## config.mk

```make
export PLATFORM = sky130hd
export DESIGN_NAME = sprite_rom_arbiter
export DESIGN_NICKNAME = d
export VERILOG_FILES = /design/src/rtl/sprite_rom_arbiter.sv
export SDC_FILE = /design/constraint.sdc
export NUM_CORES = 1
export LEC_CHECK = 0
export CAP_MARGIN = 40
export CORE_ASPECT_RATIO = 2
export CORE_MARGIN = 2
export CORE_UTILIZATION = 51
export DETAILED_ROUTE_END_ITERATION = 16
export PLACE_DENSITY = 0.94
export SYNTH_ARGS = -nofsm -noshare
export SYNTH_HDL_FRONTEND = slang
export SYNTH_SLANG_ARGS = --single-unit
```

## constraint.sdc

```tcl
create_clock -name Clk -period 4.3 [get_ports Clk]
set_input_delay 0.645 -clock Clk [delete_from_list [all_inputs] [get_ports Clk]]
set_output_delay 0.645 -clock Clk [all_outputs]
set_load 0.03 [all_outputs]
```

## src/rtl/sprite_rom_arbiter.sv

```systemverilog
// sprite_rom_arbiter: round-robin sharing of one synchronous sprite ROM with tagged, fixed-latency returns
module sprite_rom_arbiter #(
  parameter int N_REQ   = 4,
  parameter int ADDR_W  = 15,
  parameter int DATA_W  = 8,
  parameter int ROM_LAT = 2
) (
  input  logic                    Clk,
  input  logic                    Reset_n,
  input  logic                    frame_start,
  input  logic [N_REQ-1:0]        req,
  input  logic [N_REQ*ADDR_W-1:0] req_addr,
  output logic [N_REQ-1:0]        gnt,
  output logic [ADDR_W-1:0]       rom_addr,
  output logic                    rom_rd,
  input  logic [DATA_W-1:0]       rom_data,
  output logic [N_REQ-1:0]        rd_valid,
  output logic [DATA_W-1:0]       rd_data,
  output logic [15:0]             conflict_cnt
);
  localparam int PW = $clog2(N_REQ);
  logic [PW-1:0]                  ptr_q, ptr_d;
  logic [ADDR_W-1:0]              rom_addr_q, rom_addr_d;
  logic                           rom_rd_q, rom_rd_d;
  logic [ROM_LAT:0][N_REQ-1:0]    tag_q, tag_d;
  logic [N_REQ-1:0]               rd_valid_q, rd_valid_d;
  logic [DATA_W-1:0]              rd_data_q, rd_data_d;
  logic [15:0]                    cnt_q, cnt_d;
  logic                           found;
  int                             win;
  // first pending request at or after ptr (wrapping) wins; nothing is granted while in reset
  always_comb begin
    gnt   = '0;
    found = 1'b0;
    win   = 0;
    for (int k = 0; k < N_REQ; k++) begin
      if (Reset_n && !found && req[(int'(ptr_q) + k) % N_REQ]) begin
        found = 1'b1;
        win   = (int'(ptr_q) + k) % N_REQ;
      end
    end
    gnt[win] = found;
  end
  // issue the winner's read, age the one-hot tag alongside the ROM, and count contended cycles
  always_comb begin
    ptr_d      = frame_start ? '0 : found ? PW'((win + 1) % N_REQ) : ptr_q;
    rom_rd_d   = found;
    rom_addr_d = found ? req_addr[win*ADDR_W +: ADDR_W] : rom_addr_q;
    tag_d      = {tag_q[ROM_LAT-1:0], gnt};
    rd_valid_d = tag_q[ROM_LAT];
    rd_data_d  = |tag_q[ROM_LAT] ? rom_data : rd_data_q;
    cnt_d      = frame_start ? '0 : (|(req & (req - N_REQ'(1))) && cnt_q != 16'hFFFF) ? cnt_q + 16'd1 : cnt_q;
  end
  // state registers; reset flushes the tag pipe so in-flight reads never return
  always_ff @(posedge Clk or negedge Reset_n) begin
    if (!Reset_n) begin
      ptr_q      <= '0;
      rom_addr_q <= '0;
      rom_rd_q   <= 1'b0;
      tag_q      <= '0;
      rd_valid_q <= '0;
      rd_data_q  <= '0;
      cnt_q      <= '0;
    end else begin
      ptr_q      <= ptr_d;
      rom_addr_q <= rom_addr_d;
      rom_rd_q   <= rom_rd_d;
      tag_q      <= tag_d;
      rd_valid_q <= rd_valid_d;
      rd_data_q  <= rd_data_d;
      cnt_q      <= cnt_d;
    end
  end
  assign rom_addr     = rom_addr_q;
  assign rom_rd       = rom_rd_q;
  assign rd_valid     = rd_valid_q;
  assign rd_data      = rd_data_q;
  assign conflict_cnt = cnt_q;
endmodule

```

# == After elaboration in Yosys (flattened, before gate mapping) ==
# Index checks and enable logic that the tools add are counted.
# totals
regBits,58
latch_bits,0
ramBits,0
mem_bits_ro,0
inputBits,75
output_inout_bits,48
elab_cells,73
n_memories,0
# classes
add_sub_neg,6
mul,1
div_mod_pow,0
n_lt_le_gt_ge,6
eq_ne,1
shift,1
n_mux,25
n_bitwise,5
n_reduce_logical,19
# ops
operator,n
32-bit two-way mux,3
60-bit by 32-bit variable part select with 15-bit output,1
"32-bit by 1-bit >= comparator with 1-bit output, second input constant",1
"32-bit by 4-bit less-than comparator with 1-bit output, second input constant",1
"32-bit by 5-bit multiplier with 32-bit output, second input constant",1
16-bit two-way mux,2
"16-bit by 1-bit adder with 16-bit output, second input constant",1
"16-bit inequality test, second input constant",1
"3-bit by 4-bit less-than comparator with 1-bit output, second input constant",3
1-bit two-way mux,12
1-bit logical AND,9
4-bit AND,2
1-bit binary-select mux with 2-bit select,4
4-bit OR reduction,2
"2-bit adder, second input constant",3
2-bit two-way mux,3
2-bit OR reduction,3
2-bit nonzero test,2
"4-bit by 1-bit subtractor with 4-bit output, second input constant",1
"1-bit AND, first input constant",3
1-bit logical NOT,3
"2-bit by 3-bit less-than comparator with 1-bit output, second input constant",1
"2-bit by 1-bit adder with 2-bit output, second input constant",1
1-bit demux with 2-bit select,1

# == Longest topological paths before layout ==
# depth
ltp_word,21
ltp_mapped,19

# == Worst setup path after synthesis ==
# OpenSTA, ideal clock, no wires.
# synth_timing
kind,input to register
start,input req[1]
end,register rom_addr_q[11] (netlist: rom_addr[11])
setup_ns,0.082
t_arrival_ns,3.977
required_ns,4.218
setup_slack_ns,0.241
path_stages,17
n_path_buf,9
path_cell_list,clkbuf_2 -> nor3b_1 -> o21ai_0 -> and2_1 -> buf_6 -> a21o_1 -> buf_6 -> buf_2 -> buf_2 -> ha_1 -> clkbuf_1 -> clkbuf_1 -> clkbuf_1 -> clkbuf_1 -> mux2i_1 -> o211ai_1 -> a31oi_1
# synth_between
elab_chain_len,18
word_cells_on_any_way,31
# synth_rtl
element,line,rtl
from (decl),11,"input logic [N_REQ-1:0] req,"
1-bit binary-select mux with 2-bit select,37,if (Reset_n && !found && req[(int'(ptr_q) + k) % N_REQ]) begin
1-bit two-way mux (implied by the code),37,
1-bit logical AND,37,
1-bit two-way mux,37,
1-bit logical NOT,37,
1-bit logical AND (2 in a row),37,
1-bit two-way mux,37,
1-bit logical NOT,37,
1-bit logical AND (2 in a row),37,
1-bit two-way mux,37,
1-bit logical NOT,37,
1-bit logical AND (2 in a row),37,
32-bit two-way mux,37,
32-bit by 5-bit multiplier with 32-bit output,48,rom_addr_d = found ? req_addr[win*ADDR_W +: ADDR_W] : rom_addr_q;
60-bit by 32-bit variable part select with 15-bit output,48,
to (signal assigned),66,rom_addr_q <= rom_addr_d;
to (decl),23,"logic [ADDR_W-1:0] rom_addr_q, rom_addr_d;"
# Several ways; a longest one is shown, not always the timed one. The select of a mux whose other input is x is not followed.
# A chain may end at the register's enable or synchronous reset.

# == Worst setup path after layout ==
# layout_timing
start,input req[0]
end,register rom_addr_q[11] (netlist: rom_addr[11])
# Same word-level chain as after synthesis.

==> out/results.tsv <==
stage	metric	value	unit
clock_network	path_clk_slew	0.05	ns
global_route	overflow	0	
clock_network	cts_tree	yes	
placement	numPortBuffers	122	
pwr	p_int	3.194	mW
logic_synthesis	synth_nets	587	
logic_synthesis	netlist_instances	504	
drt	viasPerCell	6.699	
min_path	worstHoldEndpoint	rd_valid_d[2]	
clock_network	root_buffer	clkbuf_16	
pwr	power_density	847.6	mW/mm²
finish	area.sequential	0.001451	mm²
worst_setup_path	worstSetupPathType	input pin to flip-flop	
sta	finalSetupTns	0	ns
drt	vias	5225	
logic_synthesis	ys_seq_area_frac	0.2814	
drt	avgRoutedWirePerCell	23.60	µm
run_status	status	finished clean	
global_route	grt_pass1_vias	5199	
logic_synthesis	yosys.area_share.simple	0.1582	
sta	finalSetupViolations	0	
drt	wl	18410	µm
worst_setup_path	worstPathArrival	4.19	ns
clock_network	cts_num_sinks	58	
clock_network	post-cts-setup-buffers	0	
worst_setup_path	reg2reg_slack	0.60	ns
logic_synthesis	synthMuxAreaShare	0.3030	
worst_setup_path	critPathLaunch	req[0]	
sta	drv_slew	0	
pwr	finalPower	5.965	mW
placement	dp_cells	764	
logic_synthesis	synth_edf_count	0	
finish	final_util	0.7070	
finish	fin_cells	780	
logic_synthesis	ys_seq_elements	58	
pwr	combinationalPowerShare	0.722	
clock_network	ctsLongestPathBuffers	2	
sta	slew_headroom	0.4499	
worst_setup_path	crit_path_start_kind	input pin	
logic_synthesis	avgSynthCellArea	10.23	µm²
pwr	p_seq_frac	0.144	
worst_setup_path	end_kind	flip-flop	
global_route	grt_max_degree	61	
global_route	grt_first_pass_wirelength	28010	µm
logic_synthesis	synth_xor_area_frac	0.02038	
placement	gp_congestion	1.003	
finish	drive_gt1_frac	0.1814	
global_route	antenna_found_initial	0	
floorplan	pin_count	123	
logic_synthesis	ys.flop_type	dfrtp_1	
sta	clock.fmax	254.3	MHz
sta	finalHoldViolCount	0	
drt	ant_nets	0	
finish	layout.nets	723	
sta	tightest_slew	0.8251	ns
worst_setup_path	cp_max_fo	23	
min_path	worst_hold_startpoint	tag_d[10]	
sta	hold_ws	0.3506	ns
clock_network	cts_hold_buf	0	
logic_synthesis	synthTopCellsByArea	dfrtp_1 (28%), mux4_2 (14%), mux2i_1 (9.1%)	
sta	fin_ws	0.3670	ns
pwr	power_switching	2.771	mW
finish	final_area	0.007038	mm²
clock_network	cts_made_buffers	9	
pwr	vdd_drop_max	0.5361	mV
global_route	grtUsageTotal	0.3418	
worst_setup_path	required	4.56	ns
finish	diodes	0	
placement	placed_cell_area	0.006699	mm²
sta	fin_skew	0.008030	ns
logic_synthesis	yosys.area.top_type	dfrtp_1	
flow_run	drv_cap	0	
placement	dp_hpwl	13740	µm
pwr	clockPowerShare	0.134	
logic_synthesis	syn-cell-area	0.005157	mm²
clock_network	h-tree-depth	3	
logic_synthesis	synth_compound_area_frac	0.1606	
pwr	swShare	0.4645	
worst_setup_path	worst_r2r_path_depth	12	
floorplan	coreArea	0.009955	mm²
finish	multi_input_area	0.003425	mm²
floorplan	die_area	0.01098	mm²
logic_synthesis	synth.most_common_cell	dfrtp_1	
worst_setup_path	r2r_end	rom_addr[13]	
logic_synthesis	synth_commonest_cells	dfrtp_1 (58), mux2i_1 (47), nand2_1 (43), mux4_2 (33), nor2_1 (32)	
logic_synthesis	synth_fa_ha_area_frac	0.02135	
drt	route.detailed.drc	0	
clock_network	clk_latency	0.34	ns
logic_synthesis	async_flop_share	1.000	
finish	fill_cells	734	
worst_setup_path	r2r-start	ptr_q[0]	
sta	fin_crit_sh	0.9147	
floorplan	die_y	146.2	µm
logic_synthesis	synth_top_cell_area_share	0.2814	
logic_synthesis	synth_top_family_by_area	multiplexers	
logic_synthesis	synthDistinctLibCells	72	
sta	rsz0062_at_grt	no	
finish	area_growth	36.46	%
sta	finalCriticalPeriod	3.933	ns
logic_synthesis	ys_warn_count	0	
floorplan	initial_core_util	0.5181	
min_path	holdPathStages	0	
drt	first_iter_violations	686	
pwr	leakage	2.902	nW
placement	pre_cts_ws	0.004358	ns
floorplan	dieWidth	75.11	µm
min_path	hp-class	flip-flop to flip-flop	
floorplan	rows	52	
drt	first_pass_iters	6	
[final cells by class]
type | count | area share
clock buffers | 9 | 0.03200
well taps | 135 | 0.02400
inverters | 8 | 0.005333
clock inverters | 7 | 0.01440
repair buffers | 169 | 0.2315
flip-flops and latches | 58 | 0.2062
multi-input cells | 394 | 0.4866
[placed cells by master (no fill, tap or decap), types with 8 or more instances in the layout]
cell type,netlist,layout
clkdlybuf4s50_1,0,117
dfrtp_1,58,58
mux2i_1,47,47
nand2_1,43,43
buf_4,6,43
mux4_2,33,33
nor2_1,32,32
a21oi_1,18,18
nand3_1,13,13
and2_1,12,12
mux2_2,11,11
a22oi_1,11,11
nand4_1,11,11
o21ai_0,10,10
clkbuf_16,0,9
nor2b_1,8,8
nor3_1,8,8
mux4_1,8,8
a221oi_1,8,8
or3_1,8,8
xor2_1,8,8
[sequential cells by signal (all words and copies together) (netlist names)]
name,flops
rd_valid_d,4
ptr_q,2
rd_data,8
conflict_cnt,16
rom_rd,1
rom_addr,15
rd_valid,4
tag_d,8
[per-layer routing]
metal  wire, µm  track usage  vias to the layer above
li1           -            -                     2257
met1       6452       0.4052                     2505
met2       9129       0.5465                      378
met3       1557      0.06694                       85
met4       1267       0.2161                        0
met5          0            0                        -
[logic make-up (layout without fill, tap and decap cells)]
kind of cell | Yosys count | after routing
buffers and inverters | 52 | 193
muxes | 100 | 100
adders and majority gates | 9 | 9
DFF | 58 | 58
xor gates and xnor gates | 12 | 12
and+or+nand+nor | 161 | 161
AOI/OAI and AO/OA | 112 | 112
[power by group through the flow]
stage               Sequential [mW]  Clock, mW  Combinational (mW)
detailed placement            0.864          0                4.18
global placement              0.852          0                4.14
CTS                           0.859      0.795                4.22
finish                        0.862      0.799                4.30
global route                  0.877      0.814                4.51
floorplan                      1.08          0                2.53
[worst max-delay path, cell delays in order]
cell and delay (ns):
clkdlybuf4s50_1 0.51, buf_4 0.20, nor3b_1 0.31, o21ai_0 0.15, and2_1 0.24, a21o_1 0.31
inv_8 0.23, ha_1 0.29, buf_4 0.25, clkinv_1 0.33, nor2_1 0.23, nand3_1 0.13
and3_1 0.20, a31oi_1 0.16
[timing repair]
action                     CTS  global route
setup endpoints to repair    1             4
hold endpoints to repair     0             0
gates resized for setup      1             5
[how the worst max path moves through the flow]
| stage | end | slack (ns) | cells past startpoint |
|---|---|---|---|
| after floorplan | rom_addr[11] | 0.24 | 17 |
| after global placement | gnt[3] | 0.11 | 10 |
| after detailed placement | gnt[3] | 0.004 | 10 |
| after CTS | gnt[3] | 0.03 | 10 |
| final | rom_addr[11] | 0.37 | 14 |
| after global routing | rom_addr[14] | 0.16 | 16 |
No activity file was read; power rests on OpenSTA's default activity.
